<file path="config.mk">
export PLATFORM = sky130hd
export DESIGN_NAME = sel_rr_arbiter
export DESIGN_NICKNAME = d
export VERILOG_FILES = /design/src/rtl/sel_rr_arbiter.sv
export SDC_FILE = /design/constraint.sdc
export NUM_CORES = 1
export LEC_CHECK = 0
export ABC_CLOCK_PERIOD_IN_PS = 3500
export CAP_MARGIN = 20
export CORE_AREA = 2 2 114 116
export CTS_CLUSTER_DIAMETER = 30
export DETAILED_ROUTE_END_ITERATION = 10
export DIE_AREA = 0 0 116 118
export PLACE_DENSITY_LB_ADDON = 0.3
export SLEW_MARGIN = 0
export SYNTH_ARGS = -nofsm -noshare
export SYNTH_HDL_FRONTEND = slang
export SYNTH_SLANG_ARGS = --single-unit
</file>
<file path="constraint.sdc">
create_clock -name clock -period 3.5 [get_ports clock]
set_input_delay 1.05 -clock clock [delete_from_list [all_inputs] [get_ports clock]]
set_output_delay 1.05 -clock clock [all_outputs]
set_load 0.02 [all_outputs]
</file>
<file path="src/rtl/sel_rr_arbiter.sv">
// sel_rr_arbiter
//
// Round-robin arbiter that shares one 4-to-16 select decoder among 16 requesters.
// The winner's index drives the decoder select. The grant is held until the owner
// signals done, drops its request, or reaches the hold limit. Every release is
// followed by exactly one dead cycle, so decoded enables never overlap between owners.
//
// Parameters
//   MAX_HOLD   maximum cycles a single grant may be held (legal range 2..256)
//
// Ports
//   clock      rising-edge clock for all state
//   reset      synchronous, active-high reset
//   en         arbitration enable; gates new grants only, never revokes one
//   req[15:0]  request vector, bit i = requester i wants the decoder
//   done       owner's end-of-transfer strobe, ignored when no grant is active
//   sel[3:0]   index of the current or most recent owner (decoder select)
//   gnt_valid  high while sel names an active owner
//   timeout    one-cycle pulse (during the gap) when the hold limit revoked a grant
//   busy       high in the grant and gap states
//
// All outputs come straight from registers; there is no input-to-output path.

module sel_rr_arbiter #(
  parameter int unsigned MAX_HOLD = 64
) (
  input  logic        clock,
  input  logic        reset,
  input  logic        en,
  input  logic [15:0] req,
  input  logic        done,
  output logic [3:0]  sel,
  output logic        gnt_valid,
  output logic        timeout,
  output logic        busy
);

  // Value of hold_cnt on the last cycle a grant may still be held.
  localparam logic [7:0] HoldLast = 8'(MAX_HOLD - 1);

  typedef enum logic [1:0] {
    StIdle,
    StGrant,
    StGap
  } state_e;

  state_e      state_q, state_d;
  logic [3:0]  sel_q, sel_d;
  logic        gnt_valid_q, gnt_valid_d;
  logic        timeout_q, timeout_d;
  logic [3:0]  last_q, last_d;
  logic [7:0]  hold_cnt_q, hold_cnt_d;

  // ---------------------------------------------------------------------------
  // Winner search
  // ---------------------------------------------------------------------------
  // Scan offsets 16 down to 1 from last and keep overwriting, so the final value
  // is the requester closest above last. Offset 16 wraps back onto last itself,
  // which makes the previous owner the lowest-priority candidate.
  logic [3:0] winner;
  logic [3:0] cand;
  logic       any_req;

  always_comb begin
    winner = last_q;
    cand   = last_q;
    for (int k = 16; k >= 1; k--) begin
      cand = last_q + 4'(k);
      if (req[cand]) begin
        winner = cand;
      end
    end
  end

  assign any_req = |req;

  // ---------------------------------------------------------------------------
  // Release decode for an active grant
  // ---------------------------------------------------------------------------
  logic hold_limit;
  logic owner_req;
  logic release_grant;

  assign hold_limit    = (hold_cnt_q == HoldLast);
  assign owner_req     = req[sel_q];
  assign release_grant = done | ~owner_req | hold_limit;

  // ---------------------------------------------------------------------------
  // Next-state logic
  // ---------------------------------------------------------------------------
  logic start_grant;

  assign start_grant = en & any_req;

  always_comb begin
    state_d     = state_q;
    sel_d       = sel_q;
    gnt_valid_d = gnt_valid_q;
    timeout_d   = 1'b0;
    last_d      = last_q;
    hold_cnt_d  = hold_cnt_q;

    unique case (state_q)
      StIdle: begin
        if (start_grant) begin
          state_d     = StGrant;
          sel_d       = winner;
          gnt_valid_d = 1'b1;
          hold_cnt_d  = 8'd0;
        end
      end

      StGrant: begin
        if (release_grant) begin
          state_d     = StGap;
          gnt_valid_d = 1'b0;
          last_d      = sel_q;
          // A release that coincides with done or a dropped request is not a timeout.
          timeout_d   = hold_limit & ~done & owner_req;
        end else begin
          hold_cnt_d  = hold_cnt_q + 8'd1;
        end
      end

      StGap: begin
        // Search here already sees last updated to the releasing owner.
        if (start_grant) begin
          state_d     = StGrant;
          sel_d       = winner;
          gnt_valid_d = 1'b1;
          hold_cnt_d  = 8'd0;
        end else begin
          state_d     = StIdle;
        end
      end

      default: begin
        state_d     = StIdle;
        gnt_valid_d = 1'b0;
      end
    endcase
  end

  // ---------------------------------------------------------------------------
  // State registers
  // ---------------------------------------------------------------------------
  always_ff @(posedge clock) begin
    if (reset) begin
      state_q     <= StIdle;
      sel_q       <= 4'd0;
      gnt_valid_q <= 1'b0;
      timeout_q   <= 1'b0;
      last_q      <= 4'd15;  // first search after reset starts at index 0
      hold_cnt_q  <= 8'd0;
    end else begin
      state_q     <= state_d;
      sel_q       <= sel_d;
      gnt_valid_q <= gnt_valid_d;
      timeout_q   <= timeout_d;
      last_q      <= last_d;
      hold_cnt_q  <= hold_cnt_d;
    end
  end

  // ---------------------------------------------------------------------------
  // Outputs
  // ---------------------------------------------------------------------------
  assign sel       = sel_q;
  assign gnt_valid = gnt_valid_q;
  assign timeout   = timeout_q;
  assign busy      = (state_q != StIdle);

endmodule

</file>
Word-level counts from Yosys, hierarchy flattened
Index checks and enable logic that the tools add are counted.

Muxes and demuxes: 57. $add $sub $neg: 16. Bitwise operators: 9. Equality and inequality tests: 7. Reductions and logical operators: 11. Order comparisons: 16.

Operators with widths (number): $lt 4x5->1 const B (16); $bmux 1 s4 (16); $mux 4 (15); $add 4x4->4 const B (8); $mux 1 (19); $add 4x3->4 const B (4); $mux 8 (2); $pmux 8 s2 (1); $reduce_or 16->1 (1); $add 4x2->4 const B (2); $add 8x1->8 const B (1); $eq 8x6->1 const B (1); $reduce_and 2->1 (4); $ne 2x2->1 const B (3); $pmux 2 s3 (1); $add 4x1->4 const B (1); $mux 2 (2); $not 1->1 (4); $reduce_bool 2->1 (2); $and 1x1->1 (3); $reduce_and 3->1 (1); $reduce_or 3->1 (1); $eq 2x1->1 const B (1); $eq 2x2->1 const B (1); 5 further kinds (6).

Register bits after elaboration: 20. Output and inout port bits: 7. Input port bits: 20. Logic and storage cells: 122.

Longest topological paths before layout
Depth in word-level cells: 18. Gate-level depth with buffers: 15. Depth with buffers taken out: 10.

Worst setup path before layout
OpenSTA, ideal clock, no wires.

Kind: reg2reg. Start: reg last_q[1]. End: reg sel_q[1], in the netlist sel[1]. Data arrival time: 3.422 ns. Clock period less this slack: 3.553 ns. Library setup time: 0.130 ns. Setup slack: -0.053 ns. Stages on the path, launching flop included: 15. Path buffers: 4. Cells stage by stage: dfxtp_1 buf_2 clkbuf_1 inv_1 ha_1 buf_6 buf_8 mux2_1 mux4_2 mux2i_4 nor2_2 a2111oi_2 nand2_1 a211oi_1 nor4_1.

Word-level cells in the longest chain between the ends: 18. Elaborated cells between the ends (all ways): 60.

Ends and longest elaborated chain: from (decl) (line 51) `logic [3:0] last_q, last_d;`; from (signal assigned) (line 160) `last_q <= last_d;`; $add 4x4->4 (line 68) `cand = last_q + 4'(k);`; $bmux 1 s4 (line 69) `if (req[cand]) begin`; $mux 1 (implied by the code) (line 69); $mux 4 (14 in series) (line 69); $mux 4 * (line 69); to (signal assigned) (line 157) `sel_q <= sel_d;`; to (decl) (line 48) `logic [3:0] sel_q, sel_d;`.

Every way passes the cells marked *; elsewhere a longest branch is shown, timed or not. The select of a mux whose other input is x is not followed. A chain may end at the register's enable or synchronous reset.

Final worst setup path
Start: in req[3]. End: reg sel_q[2], in the netlist sel[2].

Word-level cells in the longest chain between the ends: 17. Elaborated cells between the ends (all ways): 48.

Ends and longest elaborated chain: from (decl) (line 30) `input logic [15:0] req,`; $bmux 1 s4 (line 69); $mux 1 (implied by the code) (line 69); $mux 4 (15 in series) (line 69).

Parallel ways exist; a longest one is shown, timed or not. The select of a mux whose other input is x is not followed.

==> impl_metrics.env <==
export IMPL_synth_area_leaders="mux4_2, dfxtp_1, mux2i_1"
export IMPL_synth_top_area_frac=0.183
export IMPL_status="finished, final reports clean"
export IMPL_grt_max_degree=24
export IMPL_start_util=0.247
export IMPL_min_period_over_period=0.977
export IMPL_via_per_inst=5.29
export IMPL_finalSetupViolations=0
export IMPL_critPathRequiredTime_ns=3.68
export IMPL_drt_wirelength_per_cell_um=17.5
export IMPL_io_pins=27
export IMPL_drive_gt1_frac=0.341
export IMPL_slew_violations=0
export IMPL_final_core_util=0.336
export IMPL_multi_input_area_mm2=0.00256
export IMPL_p_per_area_mw_per_mm2=539
export IMPL_core_area_mm2=0.0124
export IMPL_p_leak_nw=1.70
export IMPL_stdcell_area_mm2=0.00417
export IMPL_tns_ns=0
export IMPL_fillers=1337
export IMPL_drc_errors=0
export IMPL_fmax_ghz=0.292
export IMPL_synth_edff_count=0
export IMPL_rows=41
export IMPL_die_h_um=118
export IMPL_cp_cell_sequence="clkdlybuf4s50_1 -> mux2_1 -> mux4_2 -> mux2i_4 -> buf_4 -> nor3_1 -> a211o_1 -> a21oi_1 -> o21ai_1 -> a21oi_1"
export IMPL_clock_path_buffers=2
export IMPL_hold_slack_ns=0.469
export IMPL_avgSynthCellArea_um2=9.20
export IMPL_hp_class="reg2reg"
export IMPL_syn_nets=362
export IMPL_hold_viol=0
export IMPL_worst_slack_ns=0.0810
export IMPL_slew_headroom=0.525
export IMPL_cp_slowest_cell="clkdlybuf4s50_1"
export IMPL_synth_area_mm2=0.00307
export IMPL_cts_tree="built"
export IMPL_die_x_um=116
export IMPL_clock_skew_ns=0.00518
export IMPL_critPathTopFamily="multiplexers"
export IMPL_postCtsHoldBufs=0
export IMPL_nNetsFinal=446
export IMPL_place_ws_ns=-0.263
export IMPL_synthCells=334
export IMPL_overflow=0
export IMPL_critPathLaunchType="primary input"
export IMPL_ant_nets=0
export IMPL_area_growth_pct=35.7
export IMPL_layout_commonest_cell="buf_4"
export IMPL_htreeDepth=1
export IMPL_place_congestion=0.937
export IMPL_endpoint_kind="register"
export IMPL_yosys_warnings=0
export IMPL_synth_yosys_seq_area_share=0.130
export IMPL_slowest_delay_ns=0.52
export IMPL_drtIter0Drc=260
export IMPL_synth_top_area_cell="mux4_2"
export IMPL_die_area_mm2=0.0137
export IMPL_fin_crit_ns=3.42
export IMPL_worstPathMaxFanout=7
export IMPL_diodes=0
export IMPL_num_vias=3118
export IMPL_cp_num_buf_inv=2
export IMPL_clk_pin_slew_ns=0.06
export IMPL_grt_pass1_wl_mm=16.6
export IMPL_worst_path_most_repeated_cell="a21oi_1"
export IMPL_clk_insertion_delay_late_ns=0.26
export IMPL_cp_arrival_ns=3.60
export IMPL_cts_sinks=20
export IMPL_synth_main_ff_cell="dfxtp_1"
export IMPL_peakVddDrop_mv=0.263
export IMPL_synth_async_reset_ratio=0
export IMPL_register_area_um2=400
export IMPL_final_cell_mix="buf_4, mux4_2, nand2_1, nor2_1, mux2i_1"
export IMPL_worstMarginPinSlew_ns=0.693
export IMPL_cts_root_buf="clkbuf_16"
export IMPL_antenna_found_initial=0
export IMPL_dr_pass1_iters=5
export IMPL_crit_type="in2reg"
export IMPL_grt_setup_unrepaired="false"
export IMPL_place_area_mm2=0.00398
export IMPL_io_buffers=26
export IMPL_finalWirelength_mm=10.3
export IMPL_grtUsageTotal=0.153
export IMPL_synth_seq_cells=20
export IMPL_grt_pass1_vias=3082
export IMPL_cts_buffers=3
export IMPL_maxCapViolCount=0
export IMPL_synth_distinct_cells=67
export IMPL_hpwl_mm=7.98
synth_stat cells, types with 8 or more instances:
cell,count
o21ai_0,8
mux2_2,12
nor2_1,25
mux2i_1,27
ha_1,8
nand2_1,25
mux4_2,25
mux2_1,8
dfxtp_1,20
nand3_1,18
a21oi_1,19
repair_timing:
action	CTS	global route
pin swaps	0	0
resized for setup	2	26
buffers inserted	0	1
endpoints found under the setup margin	2	9
cells by family after synthesis:
kind of cell,count (synthesis),share of synthesized area
flops,20,0.130
fa+ha+maj,8,0.0326
compound gates,66,0.146
mux,78,0.390
buf+inv,30,0.0501
xor+xnor,15,0.0550
simple gates,117,0.196
worst min-delay path, delay by kind of cell, from the launching register on:
family	cells	cell delay, ns
DFF	1	0.31
AOI/OAI and AO/OA	1	0.06
buffers and inverters	1	0.05
layer usage:
metal	vias up	routed length, µm	GRT usage
met2	107	5060	0.255
met4	0	215	0.0357
met5	-	0	0
met1	1536	4540	0.213
li1	1458	-	-
met3	17	502	0.0160
worst paths after layout:
| kind | startpoint | endpoint | slack, ns | cells past startpoint |
|---|---|---|---|---|
| max | req[3] | sel[2] | 0.08 | 10 |
| min | gnt_valid | gnt_valid | 0.47 | 2 |
| max reg2reg | last_q[1] | sel[2] | 0.22 | 12 |
| min reg2reg | gnt_valid | gnt_valid | 0.47 | 2 |
layout make-up:
| cell class | instances | area share |
|---|---|---|
| clock buffers | 3 | 0.0180 |
| inverters | 12 | 0.0111 |
| flip-flops and latches | 20 | 0.0960 |
| multi-input cells | 284 | 0.614 |
| repair buffers | 97 | 0.202 |
| well taps | 172 | 0.0516 |
| clock inverters | 1 | 0.00720 |
sequential cells by signal, summed over array words and instances (netlist names):
name	count
state_q	2
gnt_valid	1
sel	4
hold_cnt_q	8
last_q	4
timeout	1
where the power goes:
part | switching [mW] | internal [mW]
registers | 0.0374 | 0.251
logic | 0.839 | 0.803
clock network | 0.0909 | 0.227
per-stage QoR:
step                      power [mW]  std cells
after CTS                       2.19        588
after detailed placement        1.85        584
after floorplan                 1.27        334
final                           2.25        589
after global routing            2.39        589
after global placement          1.86        584
(Power assumes the default switching activity.)
